$ cat config.mk
export PLATFORM = sky130hd
export DESIGN_NAME = sha256_compress
export DESIGN_NICKNAME = d
export VERILOG_FILES = /design/src/rtl/sha256_compress.sv
export SDC_FILE = /design/constraint.sdc
export NUM_CORES = 2
export LEC_CHECK = 0
export CAP_MARGIN = 30
export CORE_MARGIN = 4
export CORE_UTILIZATION = 66
export CTS_CLUSTER_SIZE = 24
export DETAILED_ROUTE_END_ITERATION = 10
export PLACE_DENSITY = 0.95
export SETUP_SLACK_MARGIN = 0.4
export SYNTH_ARGS = -nofsm -noshare
export SYNTH_HDL_FRONTEND = slang
export SYNTH_SLANG_ARGS = --single-unit
export TNS_END_PERCENT = 30
$ cat constraint.sdc
create_clock -name clk -period 21.6 [get_ports clk]
set_input_delay 4.32 -clock clk [delete_from_list [all_inputs] [get_ports clk]]
set_output_delay 4.32 -clock clk [all_outputs]
set_load 0.005 [all_outputs]
$ cat src/rtl/sha256_compress.sv
// SHA-256 compression engine: 64 rounds fed one W[t] per accepted cycle, result folded into H.
// Optional SHA-224 IV/output mode is compiled in when SHA224_MODE_EN is defined.
module sha256_compress #(
  parameter int DATA_WIDTH = 32,
  parameter int ROUNDS     = 64
) (
  input  logic                  clk,
  input  logic                  rst_n,
  input  logic                  start_in,
  input  logic                  first_in,
`ifdef SHA224_MODE_EN
  input  logic                  mode224_in,
`endif
  input  logic                  w_valid_in,
  input  logic [DATA_WIDTH-1:0] w_in,
  output logic [6:0]            round_out,
  output logic                  busy_out,
  output logic                  done_out,
  output logic [255:0]          digest_out
);

  typedef enum logic [2:0] {
    S_IDLE  = 3'd0,
    S_LOAD  = 3'd1,
    S_ROUND = 3'd2,
    S_FINAL = 3'd3,
    S_DONE  = 3'd4
  } state_t;

  localparam logic [6:0] LAST = 7'(ROUNDS - 1);

  localparam logic [0:7][31:0] IV256 = {
    32'h6a09e667, 32'hbb67ae85, 32'h3c6ef372, 32'ha54ff53a,
    32'h510e527f, 32'h9b05688c, 32'h1f83d9ab, 32'h5be0cd19};

  localparam logic [31:0] K_TAB [0:63] = '{
    32'h428a2f98, 32'h71374491, 32'hb5c0fbcf, 32'he9b5dba5, 32'h3956c25b, 32'h59f111f1, 32'h923f82a4, 32'hab1c5ed5,
    32'hd807aa98, 32'h12835b01, 32'h243185be, 32'h550c7dc3, 32'h72be5d74, 32'h80deb1fe, 32'h9bdc06a7, 32'hc19bf174,
    32'he49b69c1, 32'hefbe4786, 32'h0fc19dc6, 32'h240ca1cc, 32'h2de92c6f, 32'h4a7484aa, 32'h5cb0a9dc, 32'h76f988da,
    32'h983e5152, 32'ha831c66d, 32'hb00327c8, 32'hbf597fc7, 32'hc6e00bf3, 32'hd5a79147, 32'h06ca6351, 32'h14292967,
    32'h27b70a85, 32'h2e1b2138, 32'h4d2c6dfc, 32'h53380d13, 32'h650a7354, 32'h766a0abb, 32'h81c2c92e, 32'h92722c85,
    32'ha2bfe8a1, 32'ha81a664b, 32'hc24b8b70, 32'hc76c51a3, 32'hd192e819, 32'hd6990624, 32'hf40e3585, 32'h106aa070,
    32'h19a4c116, 32'h1e376c08, 32'h2748774c, 32'h34b0bcb5, 32'h391c0cb3, 32'h4ed8aa4a, 32'h5b9cca4f, 32'h682e6ff3,
    32'h748f82ee, 32'h78a5636f, 32'h84c87814, 32'h8cc70208, 32'h90befffa, 32'ha4506ceb, 32'hbef9a3f7, 32'hc67178f2};

  function automatic logic [31:0] rotr(input logic [31:0] x, input int n);
    return (x >> n) | (x << (32 - n));
  endfunction

  function automatic logic [31:0] big_s0(input logic [31:0] x);
    return rotr(x, 2) ^ rotr(x, 13) ^ rotr(x, 22);
  endfunction

  function automatic logic [31:0] big_s1(input logic [31:0] x);
    return rotr(x, 6) ^ rotr(x, 11) ^ rotr(x, 25);
  endfunction

  state_t            state_r, state_s;
  logic [6:0]        cnt_r;
  logic              busy_r, done_r;
  logic [0:7][31:0]  hh_r;   // H0..H7, element 0 lands in digest MSBs
  logic [0:7][31:0]  wk_r;   // working a..h
  logic [0:7][31:0]  round_s;
  logic [31:0]       t1_s, t2_s;
`ifdef SHA224_MODE_EN
  localparam logic [0:7][31:0] IV224 = {
    32'hc1059ed8, 32'h367cd507, 32'h3070dd17, 32'hf70e5939,
    32'hffc00b31, 32'h68581511, 32'h64f98fa7, 32'hbefa4fa4};
  logic mode224_r;
`endif

  // Next-state decode.
  always_comb begin
    state_s = state_r;
    case (state_r)
      S_IDLE:  if (start_in) state_s = S_LOAD; else state_s = S_IDLE;
      S_LOAD:  state_s = S_ROUND;
      S_ROUND: if (w_valid_in && (cnt_r == LAST)) state_s = S_FINAL; else state_s = S_ROUND;
      S_FINAL: state_s = S_DONE;
      S_DONE:  state_s = S_IDLE;
      default: state_s = S_IDLE;
    endcase
  end

  // One compression round on the current a..h.
  always_comb begin
    t1_s = wk_r[7] + big_s1(wk_r[4]) + ((wk_r[4] & wk_r[5]) ^ (~wk_r[4] & wk_r[6]))
         + K_TAB[cnt_r[5:0]] + w_in;
    t2_s = big_s0(wk_r[0]) + ((wk_r[0] & wk_r[1]) ^ (wk_r[0] & wk_r[2]) ^ (wk_r[1] & wk_r[2]));
    round_s = {t1_s + t2_s, wk_r[0], wk_r[1], wk_r[2], wk_r[3] + t1_s, wk_r[4], wk_r[5], wk_r[6]};
  end

  // State register and registered status outputs.
  always_ff @(posedge clk or negedge rst_n) begin
    if (!rst_n) begin
      state_r <= S_IDLE;
      busy_r  <= 1'b0;
      done_r  <= 1'b0;
    end else begin
      state_r <= state_s;
      busy_r  <= (state_s == S_LOAD) || (state_s == S_ROUND) || (state_s == S_FINAL);
      done_r  <= (state_s == S_DONE);
    end
  end

  // Hash, working variables and round counter.
  always_ff @(posedge clk or negedge rst_n) begin
    if (!rst_n) begin
      hh_r  <= IV256;
      wk_r  <= '0;
      cnt_r <= 7'd0;
`ifdef SHA224_MODE_EN
      mode224_r <= 1'b0;
`endif
    end else begin
      case (state_r)
        S_IDLE: begin
          cnt_r <= 7'd0;
          if (start_in && first_in) begin
`ifdef SHA224_MODE_EN
            mode224_r <= mode224_in;
            hh_r      <= mode224_in ? IV224 : IV256;
`else
            hh_r      <= IV256;
`endif
          end
        end
        S_LOAD: begin
          wk_r  <= hh_r;
          cnt_r <= 7'd0;
        end
        S_ROUND: begin
          if (w_valid_in) begin
            wk_r  <= round_s;
            cnt_r <= (cnt_r == LAST) ? 7'd0 : cnt_r + 7'd1;
          end
        end
        S_FINAL: begin
          for (int i = 0; i < 8; i++) hh_r[i] <= hh_r[i] + wk_r[i];
        end
        default: cnt_r <= 7'd0;
      endcase
    end
  end

  assign round_out = cnt_r;
  assign busy_out  = busy_r;
  assign done_out  = done_r;
`ifdef SHA224_MODE_EN
  assign digest_out = mode224_r ? {hh_r[0:6], 32'h0} : hh_r;
`else
  assign digest_out = hh_r;
`endif

endmodule

Word level (Yosys, flattened, before mapping):

Memories as Yosys holds them, arrays and structs flattened.
Cells that the tools add are included.

* memory bits (read-only): 2048
* memories kept: 1
* flip-flop bits (word level): 524
* word-level logic and storage cells: 91

* equality and inequality tests: 10
* add/sub/neg operators: 16
* reduce and logical (&&, ||, !) cells: 10
* bitwise operators: 21
* mux-type cells: 12
* $lt $le $gt $ge: 1

Memory list
* (name not given): words 64, bits a word 32, read ports 1, clocked after Yosys merged registers in 0, wr ports 0, line 88 `+ K_TAB[cnt_r[5:0]] + w_in;`

Operators with widths (number)
* $pmux 256 s2: 2
* $mux 256: 2
* $add 32x32->32: 15
* $xor 32x32->32: 7
* $and 32x32->32: 5
* $mux 32: 2
* $not 32->32: 1
* $or 10x32->32: 1
* $or 19x32->32: 1
* $or 21x32->32: 1
* $or 26x32->32: 1
* $or 30x32->32: 1
* $or 7x32->32: 1
* $mux 7: 2
* $pmux 7 s2: 1
* $eq 3x2->1 const B: 4
* $pmux 3 s4: 1
* $add 7x1->7 const B: 1
* $eq 7x6->1 const B: 1
* $ge 7x7->1 const B: 1
* $not 6->7: 1
* $eq 3x1->1 const B: 2
* $reduce_and 2->1: 3
* $ne 2x2->1 const B: 2
* 7 further kinds: 11

Longest topological paths before layout:

* word-level depth: 10
* depth in mapped cells: 37
* depth with buffers taken out: 36

Worst setup path before layout:

No wires, ideal clock.

* path type: input port to flip-flop
* from: input w_in[2]
* to: register wk_r (netlist bit round_s[217])
* path slack: 11.011 ns
* cell stages on the path: 32
* library setup time: 0.135 ns
* arrival: 10.454 ns
* data required time: 21.465 ns
* path through: inv_1 -> fa_1 -> inv_1 -> fa_1 -> inv_1 -> fa_1 -> inv_1 -> ha_1 -> a21o_1 -> a21oi_1 -> o211a_1 -> o21ai_1 -> a31oi_1 -> o21ai_0 -> a21o_1 -> a21o_1 -> xor2_1 -> inv_1 -> fa_1 -> inv_1 -> ha_1 -> clkbuf_1 -> a21o_1 -> a21o_1 -> a21oi_1 -> o21ai_0 -> a2111o_1 -> a311oi_1 -> xor2_1 -> nor2_1 -> a21oi_1 -> o21ai_0

* word-level cells in the longest chain between the ends: 4

Ends and longest elaborated chain
* start, declared: line 15 `input logic [DATA_WIDTH-1:0] w_in,`
* $add 32x32->32: line 88
* $add 32x32->32: line 90 `round_s = {t1_s + t2_s, wk_r[0], wk_r[1], wk_r[2], wk_r[3] + t1_s, wk_r[4], wk_r[5], wk_r[6]};`
* $mux 256: line 133 `if (w_valid_in) begin`
* $pmux 256 s2: line 116 `case (state_r)`
* end signal, assigned: line 129 `wk_r <= hh_r;`
* end signal, assigned: line 134 `wk_r <= round_s;`
* end, declared: line 62 `logic [0:7][31:0] wk_r;`

No other way between the ends. The select of a mux whose other input is x is not followed.
A chain may end at the register's enable or synchronous reset.

Worst setup path after layout:

* from: input w_in[2]
* to: register wk_r (netlist bit round_s[223])

Same word-level chain as after synthesis.

==> reports/metrics.cfg <==
[status]
run_status = finished, final reports clean

[worst_setup_path]
r2r_slack_ns = 12.23
r2r-end = round_s[223]$_DFFE_PN0P_
cp_num_cells = 30
crit_end = round_s[223]$_DFFE_PN0P_
path_buf_inv = 7
worstPathRequired_ns = 22.13
startpoint_type = primary input
arrival_ns = 11.86
critPathLaunch = w_in[2]
rr_worst_depth = 32
critPathMaxStageDelay_ns = 0.62
cp_common_cell = inv_1
worstSetupPathType = primary input to flip-flop
r2r-start = round_out[1]$_DFFE_PN0P_
cp-end-kind = flip-flop
crit_fanout = 5
path_delay_family = compound AO/OA/AOI/OAI gates
cp_slowest_cell = o31ai_1

[sta]
setup_viol_count_final = 0
worstMarginPinSlew_ns = 1.018
finalHoldViolCount = 0
max-slew-margin-rel = 0.3210
period_needed_ns = 11.33
clock.fmax_mhz = 88.25
fin_tns_setup_ns = 0
rsz0062_at_grt = false
drv_slew = 0
fin_crit_sh = 0.5246
clock_skew_ns = 0.03282

[finish]
layout_commonest_cell = nand2_1
fin_nets = 6195
fillerInstances = 4832
most-common-layout-cells = nand2_1, nor2_1, a21oi_1
drive_gt1_frac = 0.06501
area_growth_pct = 12.26

[detailed_routing]
drtIter0Drc = 6680
totalWireLength_um = 173100
wl_per_cell_um = 26.29
firstDrtPassIters = 7
drtAntennaViolNets = 0
vias = 45340
drc = 0
via_per_inst = 6.888

[cts]
cts_resized = 0
clk_latency_ns = 0.65
cts_setup_buffers = 0
htreeDepth = 2
clkSlewWorstSetupHoldPaths_ns = 0.07
hold_buffers = 0
cts_sinks = 524
numCtsBuffers = 59
root_buffer = clkbuf_16
cts_tree = yes
cts_buffer_depth = 3

[grt]
grt_pass1_vias = 43100
grt_pass1_wl_um = 261800
grt_antenna_before_repair = 1
grt_usage = 0.4605
grt_max_degree = 214
grt_remaining_overflow = 0

[placed_design]
numPortBuffers = 301
dpl.hpwl_um = 126600
place.gp.congestion = 1.067

[synth]
syn_inst = 5568
synth_cell_types = 85
synth_seq_cells = 524
seq_area_frac_synth = 0.2930
synthArstFlopShare = 1.000
syn_nets = 6106
ys.flop_type = dfrtp_1
syn_area_um2 = 45330
avgSynthCellArea_um2 = 8.141
synth_edf_count = 0
yosys_warnings = 0

[floorplan]
dieWidth_um = 270.1
num_rows = 95
fp.dieH_um = 270.1
start_util = 0.6702
dieArea_um2 = 72940
num_io_pins = 302
core-area_um2 = 67630

[flow_run]
drv_cap = 0

[worst_hold_path]
hold_path.class = flip-flop to flip-flop

==> routing by layer <==
layer	up-vias	part of all wire	track usage
li1	19560	-	-
met1	21500	0.36	0.5857
met2	3407	0.42	0.6807
met3	868	0.13	0.1342
met4	2	0.089	0.3128
met5	-	0.000081	0
==> cells in the mapped netlist, types with 63 or more instances <==
library cell | instances | area, um^2
a21o_1 | 195 | 1464
dfrtp_1 | 388 | 9709
xnor2_1 | 229 | 2006
nand2_1 | 713 | 2676
dfstp_2 | 136 | 3573
clkbuf_1 | 283 | 1062
nand2b_1 | 67 | 419.2
xor2_1 | 208 | 1822
a31oi_1 | 244 | 1526
fa_1 | 133 | 2663
inv_1 | 373 | 1400
ha_1 | 368 | 4604
a21oi_1 | 530 | 2653
nor2_1 | 539 | 2023
o21ai_0 | 366 | 1832
nand3_1 | 63 | 315.3
==> registers in the layout (all words and copies together), names as in the netlist <==
signal	count
state_r	3
round_s	192
done_out	1
round_out	7
wk_r	64
digest_out	256
busy_out	1
==> how the worst min path moves through the flow <==
| stage | from | to | slack [ns] | cells past startpoint |
|---|---|---|---|---|
| floorplan | digest_out[115]$_DFFE_PN1P_ | digest_out[115]$_DFFE_PN1P_ | 0.50 | 2 |
| global placement | digest_out[214]$_DFFE_PN1P_ | digest_out[214]$_DFFE_PN1P_ | 0.51 | 2 |
| detailed placement | digest_out[164]$_DFFE_PN1P_ | digest_out[164]$_DFFE_PN1P_ | 0.51 | 2 |
| CTS | digest_out[253]$_DFFE_PN1P_ | digest_out[253]$_DFFE_PN1P_ | 0.52 | 2 |
| global route | digest_out[253]$_DFFE_PN1P_ | digest_out[253]$_DFFE_PN1P_ | 0.55 | 2 |
| finish | digest_out[253]$_DFFE_PN1P_ | digest_out[253]$_DFFE_PN1P_ | 0.52 | 2 |
==> cell families after synthesis <==
kind of cell,after synthesis,synth area share
compound gates,1758,0.2412
simple gates,1607,0.1503
buf+inv,691,0.05722
flops,524,0.2930
fa+ha+maj,503,0.1608
xor+xnor,437,0.08444
mux,48,0.01306
==> final cells by class <==
class                      count  area [um^2]  area share
clock buffer                  71         1613     0.03169
antenna                        2        5.005  0.00009835
sequential                   524        13290      0.2612
inverter                     376         1414     0.02778
clock inverter                40        549.3     0.01079
timing repair buffer         343         3416     0.06713
tap                          873         1092     0.02147
multi-input combinational   4353        29510      0.5799
==> through the flow <==
| stage | util | setup WS [ns] | hold slack (ns) | cells | cell area, um^2 |
|---|---|---|---|---|---|
| 2_1_floorplan | - | 11.01 | 0.5042 | 5568 | 45330 |
| 3_3_place_gp | 0.7193 | 9.764 | 0.5086 | 6464 | 48650 |
| 3_5_place_dp | 0.7195 | 9.719 | 0.5116 | 6466 | 48660 |
| 4_1_cts | 0.7514 | 10.36 | 0.5202 | 6577 | 50820 |
| 5_1_grt | 0.7523 | 9.904 | 0.5463 | 6580 | 50880 |
| 6_report | 0.7524 | 10.27 | 0.5216 | 6582 | 50890 |
==> worst reg2reg max path: cells and delay by family, from the launching register on <==
kind            cells  cell delay, ns
buf+inv             5            0.64
fa+ha+maj           5            2.27
xor+xnor            2            0.54
compound gates     16            4.15
simple gates        4            0.70
flops               1            0.95
Power is not shown: default switching activity piles up to over one toggle a cycle in this logic, so the estimate is an artifact.
